==> src/rtl/cache_bus_arbiter.sv <==
`default_nettype none
// ============================================================================
// Module   : cache_bus_arbiter
// Purpose  : Merges the instruction-cache and data-cache SRAM-like request
//            ports into one SRAM-like port toward the AXI bridge. One
//            transaction in flight at a time, round-robin on ties, responses
//            steered back only to the issuing cache.
// Revision : 1.0 - initial release
// ============================================================================
module cache_bus_arbiter #(
  parameter bit DATA_FIRST = 1'b1
) (
  input  logic        clk,
  input  logic        rst,

  input  logic        cache_inst_req,
  input  logic        cache_inst_wr,
  input  logic [1:0]  cache_inst_size,
  input  logic [31:0] cache_inst_addr,
  input  logic [31:0] cache_inst_wdata,
  output logic [31:0] cache_inst_rdata,
  output logic        cache_inst_addr_ok,
  output logic        cache_inst_data_ok,

  input  logic        cache_data_req,
  input  logic        cache_data_wr,
  input  logic [1:0]  cache_data_size,
  input  logic [31:0] cache_data_addr,
  input  logic [31:0] cache_data_wdata,
  output logic [31:0] cache_data_rdata,
  output logic        cache_data_addr_ok,
  output logic        cache_data_data_ok,

  output logic        mem_req,
  output logic        mem_wr,
  output logic [1:0]  mem_size,
  output logic [31:0] mem_addr,
  output logic [31:0] mem_wdata,
  input  logic [31:0] mem_rdata,
  input  logic        mem_addr_ok,
  input  logic        mem_data_ok
);

  localparam logic [2:0] c_IDLE   = 3'd0;
  localparam logic [2:0] c_ADDR_I = 3'd1;
  localparam logic [2:0] c_ADDR_D = 3'd2;
  localparam logic [2:0] c_WAIT_I = 3'd3;
  localparam logic [2:0] c_WAIT_D = 3'd4;

  logic [2:0] r_state;
  logic [2:0] w_next_state;
  // 1 = data side was served last, 0 = instruction side
  logic       r_last;
  logic       w_last_next;

  // Next-state selection and round-robin bookkeeping
  always_comb begin
    w_next_state = r_state;
    w_last_next  = r_last;
    case (r_state)
      c_IDLE: begin
        if (cache_inst_req && cache_data_req) begin
          // Tie: the side not served last wins
          w_next_state = r_last ? c_ADDR_I : c_ADDR_D;
        end else if (cache_inst_req) begin
          w_next_state = c_ADDR_I;
        end else if (cache_data_req) begin
          w_next_state = c_ADDR_D;
        end
      end
      c_ADDR_I: begin
        if (!cache_inst_req) begin
          // Abandoned before acceptance: fairness history untouched
          w_next_state = c_IDLE;
        end else if (mem_addr_ok) begin
          w_next_state = c_WAIT_I;
          w_last_next  = 1'b0;
        end
      end
      c_ADDR_D: begin
        if (!cache_data_req) begin
          w_next_state = c_IDLE;
        end else if (mem_addr_ok) begin
          w_next_state = c_WAIT_D;
          w_last_next  = 1'b1;
        end
      end
      c_WAIT_I: begin
        if (mem_data_ok) w_next_state = c_IDLE;
      end
      c_WAIT_D: begin
        if (mem_data_ok) w_next_state = c_IDLE;
      end
      default: w_next_state = c_IDLE;
    endcase
  end

  // State and last-served registers
  always_ff @(posedge clk or posedge rst) begin
    if (rst) begin
      r_state <= c_IDLE;
      r_last  <= !DATA_FIRST;
    end else begin
      r_state <= w_next_state;
      r_last  <= w_last_next;
    end
  end

  // Read data is broadcast; data_ok alone qualifies it
  assign cache_inst_rdata = mem_rdata;
  assign cache_data_rdata = mem_rdata;

  // Request muxing and handshake steering toward the granted cache
  always_comb begin
    mem_req            = 1'b0;
    mem_wr             = 1'b0;
    mem_size           = 2'd0;
    mem_addr           = 32'd0;
    mem_wdata          = 32'd0;
    cache_inst_addr_ok = 1'b0;
    cache_inst_data_ok = 1'b0;
    cache_data_addr_ok = 1'b0;
    cache_data_data_ok = 1'b0;
    case (r_state)
      c_ADDR_I: begin
        mem_req            = cache_inst_req;
        mem_wr             = cache_inst_wr;
        mem_size           = cache_inst_size;
        mem_addr           = cache_inst_addr;
        mem_wdata          = cache_inst_wdata;
        cache_inst_addr_ok = mem_addr_ok;
      end
      c_ADDR_D: begin
        mem_req            = cache_data_req;
        mem_wr             = cache_data_wr;
        mem_size           = cache_data_size;
        mem_addr           = cache_data_addr;
        mem_wdata          = cache_data_wdata;
        cache_data_addr_ok = mem_addr_ok;
      end
      c_WAIT_I: cache_inst_data_ok = mem_data_ok;
      c_WAIT_D: cache_data_data_ok = mem_data_ok;
      default: ;
    endcase
  end

endmodule
`default_nettype wire

==> config.mk <==
export PLATFORM = sky130hd
export DESIGN_NAME = cache_bus_arbiter
export DESIGN_NICKNAME = d
export VERILOG_FILES = /design/src/rtl/cache_bus_arbiter.sv
export SDC_FILE = /design/constraint.sdc
export NUM_CORES = 1
export LEC_CHECK = 0
export CORE_AREA = 4 4 117 119
export DETAILED_ROUTE_END_ITERATION = 6
export DIE_AREA = 0 0 121 123
export SLEW_MARGIN = 0
export SYNTH_ARGS = -nofsm -noshare
export SYNTH_HDL_FRONTEND = slang
export SYNTH_SLANG_ARGS = --single-unit
==> constraint.sdc <==
create_clock -name clk -period 2.1 [get_ports clk]
set_clock_uncertainty 0.05 [all_clocks]
set_input_delay 0.21 -clock clk [delete_from_list [all_inputs] [get_ports clk]]
set_output_delay 0.21 -clock clk [all_outputs]
set_load 0.05 [all_outputs]
### Word-level counts from Yosys, hierarchy flattened

Cells that the tools add are included.

| storage, ports and cells | value |
|---|---|
| output and inout bits | 136 |
| bits of input ports | 172 |
| logic and storage cells | 44 |
| register bits | 4 |

| operators by class | value |
|---|---|
| mux-type cells | 24 |
| reductions and logical operators | 6 |
| equality and inequality tests | 12 |

Operator list:

| operator | count |
|---|---|
| one-hot mux 32 bit (2 select lines) | 2 |
| two-way mux 3 bit | 8 |
| one-hot mux 3 bit (4 select lines) | 1 |
| two-way mux 1 bit | 8 |
| != test 2 bit, second input constant | 4 |
| equality test 3 x 2 -> 1 bit, second input constant | 2 |
| != test 3 bit, second input constant | 2 |
| one-hot mux 1 bit (2 select lines) | 3 |
| AND reduction 5 bit | 1 |
| != test 4 bit, second input constant | 1 |
| one-hot mux 2 bit (2 select lines) | 1 |
| AND reduction 4 bit | 1 |
| equality test 3 x 1 -> 1 bit, second input constant | 1 |
| equality test 3 bit, second input constant | 1 |
| zero test 3 bit | 1 |
| two-way mux 2 bit | 1 |
| != test 2 x 1 -> 1 bit, second input constant | 1 |
| nonzero test 2 bit | 1 |
| OR reduction 2 bit | 1 |
| logical AND 1 bit | 1 |

### Longest topological paths before layout

| logic depth | value |
|---|---|
| depth after elaboration | 4 |
| mapped depth | 5 |
| depth with buffers taken out | 4 |

### Worst setup path after synthesis

No wires, ideal clock.

| path | value |
|---|---|
| path type | reg-to-output |
| from | register r_state[1] |
| to | output port cache_data_data_ok |
| data required time | 1840 ps |
| buffers on the path | 1 |
| arrival | 2082 ps |
| stages on the path, launching flop included | 3 |
| slack | -242 ps |
| path through | dfrtp_1 > buf_4 > nor4bb_1 |

| between the ends | value |
|---|---|
| word-level cells in the longest chain between the ends | 2 |

Ends and longest elaborated chain:

| item | RTL line | RTL |
|---|---|---|
| from (decl) | 50 | `logic [2:0] r_state;` |
| from (signal assigned) | 101 | `r_state <= c_IDLE;` |
| from (signal assigned) | 104 | `r_state <= w_next_state;` |
| equality test 3 bit | 124 | `case (r_state)` |
| two-way mux 1 bit | 124 |  |
| to (decl) | 32 | `output logic cache_data_data_ok,` |

Every way passes these cells.

### Worst setup path after layout

| path | value |
|---|---|
| from | register r_state[2] |
| to | output port mem_addr[4] |

| between the ends | value |
|---|---|
| word-level cells in the longest chain between the ends | 2 |
| elaborated cells on any way between the ends | 3 |
| classes of those cells | eq/ne: 2; mux: 1 |

Ends and longest elaborated chain:

| item | RTL line | RTL |
|---|---|---|
| equality test 3 x 2 -> 1 bit or equality test 3 x 1 -> 1 bit (tied branches) | 124 |  |
| one-hot mux 32 bit (2 select lines) * | 124 |  |
| to (decl) | 37 | `output logic [31:0] mem_addr,` |

Every way passes the cells marked *; elsewhere a longest branch is shown, timed or not.

==> flow_metrics.tcl <==
set metrics [dict create \
    cts_buffer_depth 2 \
    muxShareOfSynthArea 0.0101 \
    grt_overflow 0 \
    synth_top_family_by_area "compound AO/OA/AOI/OAI gates" \
    p_per_area_nw_per_um2 1750 \
    dr.pass1.iters 4 \
    synth.avg_cell_area_um2 8.06 \
    nets 495 \
    area_growth_pct 179 \
    path_common_cell "buf_12" \
    row_count 41 \
    placed_cells 490 \
    grt_pass1_wl_um 12800 \
    gp_congestion 0.746 \
    critPathSlowestCell "dfrtp_2" \
    p_sw_frac 0.516 \
    initial_utilization 0.118 \
    clkLatencyLatePin_ns 0.22 \
    finalSetupViolations 0 \
    cts.sinks 4 \
    drt_wl_total_um 9550 \
    diodes 0 \
    viasPerCell 4.13 \
    synthXorXnorAreaFrac 0 \
    wire_per_inst_um 19.4 \
    crit_path_end_kind "primary output" \
    synth_cell_types 27 \
    cts-root-buf "clkbuf_16" \
    startpoint_type "flop" \
    syn_area_um2 1480 \
    nFillCells 1251 \
    die_w_um 121 \
    crit_buf_inv 2 \
    hp-class "input port to async pin" \
    grt_setup_unrepaired "false" \
    core_area_um2 12600 \
    synthAdderAreaFrac 0 \
    grtUsageTotal 0.115 \
    status "complete, no violations" \
    die_area_um2 14900 \
    cp_cell_sequence "nand2b_2 -> nor2_4 -> buf_12 -> a22o_1 -> buf_12" \
    antenna_found_initial 0 \
    pwr-share-clk 0.041 \
    timing.final.crit_share 0.945 \
    ff2ff_setup_slack_ns 0.35 \
    fmax_ghz 0.504 \
    final_antenna_net_count 0 \
    vias 2034 \
    crit_type "flop to primary output" \
    p_seq_frac 0.028 \
    setup_slack_ns 0.115 \
    synthCells 184 \
    hold_buffers 0 \
    pwr-share-comb 0.931 \
    slew_headroom 0.645 \
    cts_buffers 3 \
    hpwl_um 8120 \
    hold_ws_ns 0.128 \
    vdd_drop_max_v 0.000620 \
    crit_arrival_ns 1.73 \
    path_clk_slew_ns 0.03 \
    final.min_clock_period_ns 1.99 \
    remaining_drc_errors 0 \
    fin_setup_tns_ns 0 \
    drv_cap 0 \
    synth.ff_latch_count 4 \
    cp_max_fo 33 \
    worstPathRequired_ns 1.84 \
    drt_iter0_markers 54 \
    worst_slew_pin_slew_ns 0.528 \
    pin_count 308 \
    yosysWarningCount 0 \
    grt_pass1_vias 2167 \
    cts-htree-levels 1 \
    cp_top_family "flip-flops" \
    synthSimpleGateAreaFrac 0.0802 \
    p_sw_mw 3.75 \
    place_worst_setup_slack_ns 0.0909 \
    intPower_mw 3.51 \
    syn_nets 356 \
    drv_slew 0 \
    synth_compound_area_frac 0.452 \
    port_buffers 211 \
    grt_max_degree 35 \
    cts_tree "built" \
    critPathMaxStageDelay_ns 0.47 \
    drive_gt1_frac 0.283 \
    die_y_um 123 \
    yosysSeqAreaShare 0.0675 \
    hold_violations 0 \
    leakage_nw 1.63 \
    finalNonFillerCells 493 \
]
[cell type report]
class | count | area (um2) | area share
Clock buffer | 3 | 75.1 | 0.0181
Inverter | 3 | 11.3 | 0.00272
Multi-Input combinational cell | 96 | 838 | 0.202
Sequential cell | 4 | 104 | 0.0251
Tap cell | 172 | 215 | 0.0519
Timing Repair Buffer | 215 | 2900 | 0.700
[power by group through the flow]
stage          Sequential, mW  Combinational [mW]  Clock (mW)
4_1_cts                 0.200                6.85       0.299
3_5_place_dp            0.196                6.80           0
2_1_floorplan           0.128                3.65           0
6_report                0.203                6.77       0.297
5_1_grt                 0.212                7.00       0.308
3_3_place_gp            0.189                6.80           0
[cell families (layout without fill, tap and decap cells)]
logic type / Yosys count / in the layout
buffers and inverters: 84 / 221
AOI/OAI and AO/OA: 77 / 77
and+or+nand+nor: 18 / 18
DFF: 4 / 4
muxes: 1 / 1
[synthesized netlist by cell type (all sizes together)]
library cell	count	area (um2)
a2111oi	1	8.76
nor3b	2	20.0
a21oi	1	5.00
mux2	1	15.0
nor3	2	10.0
a22o	68	596
nand2b	1	6.26
clkbuf	7	26.3
a21bo	1	10.0
nand2	1	3.75
buf	74	541
nor2	4	15.0
nor2b	2	12.5
a31o	1	8.76
nor4bb	3	30.0
inv	3	11.3
a32oi	1	8.76
and3	1	6.26
o21ai	1	5.00
nor4b	1	8.76
o22a	1	8.76
dfrtp	4	100
and2	1	6.26
a211oi	1	12.5
a21boi	1	7.51
[path summary, 6_finish.rpt]
check | depth (start not counted) | to | from
worst max-delay path | 5 | mem_addr[4] | r_state[2]
worst min-delay path | 2 | r_last | rst
worst max register to register | 4 | r_state[1] | r_state[1]
worst min register to register | 1 | r_last | r_last
max in group asynchronous | 2 | r_state[0] | rst
min in group clk | 0 | cache_inst_rdata[17] | mem_rdata[17]
[repair_timing]
item | CTS | global route
gates resized for setup | 4 | 3
pin swaps | 0 | 0
buffers inserted | 0 | 0
endpoints found under the setup margin | 5 | 19
[per-layer routing]
layer,vias to the layer above,wire [um],track usage
met5,-,0,0
met4,0,142,0.0248
met3,17,1310,0.0535
met2,180,4370,0.188
met1,927,3720,0.137
li1,910,-,-
[state kept, by name, indices dropped and copies added (netlist names)]
signal	flops
r_state	3
r_last	1
[layout by cell type, fill, tap and decap left out, types with 2 or more instances in the layout]
cell type        Yosys  layout
a22o_1              68      65
a22o_2               0       2
buf_12               0      75
clkbuf_16            0       3
clkdlybuf4s50_1      0     139
dfrtp_2              0       3
inv_1                3       3
nor2_1               4       3
nor2b_1              2       2
nor3_1               2       2
nor4bb_1             3       2
[metrics by stage]
step                cell area [um2]  total power, mW  utilization
floorplan                      1490             3.78            -
global placement               4050             6.98        0.322
detailed placement             4050             7.00        0.322
CTS                            4130             7.35        0.329
global route                   4140             7.52        0.330
finish                         4140             7.27        0.330
(Power assumes the default switching activity.)
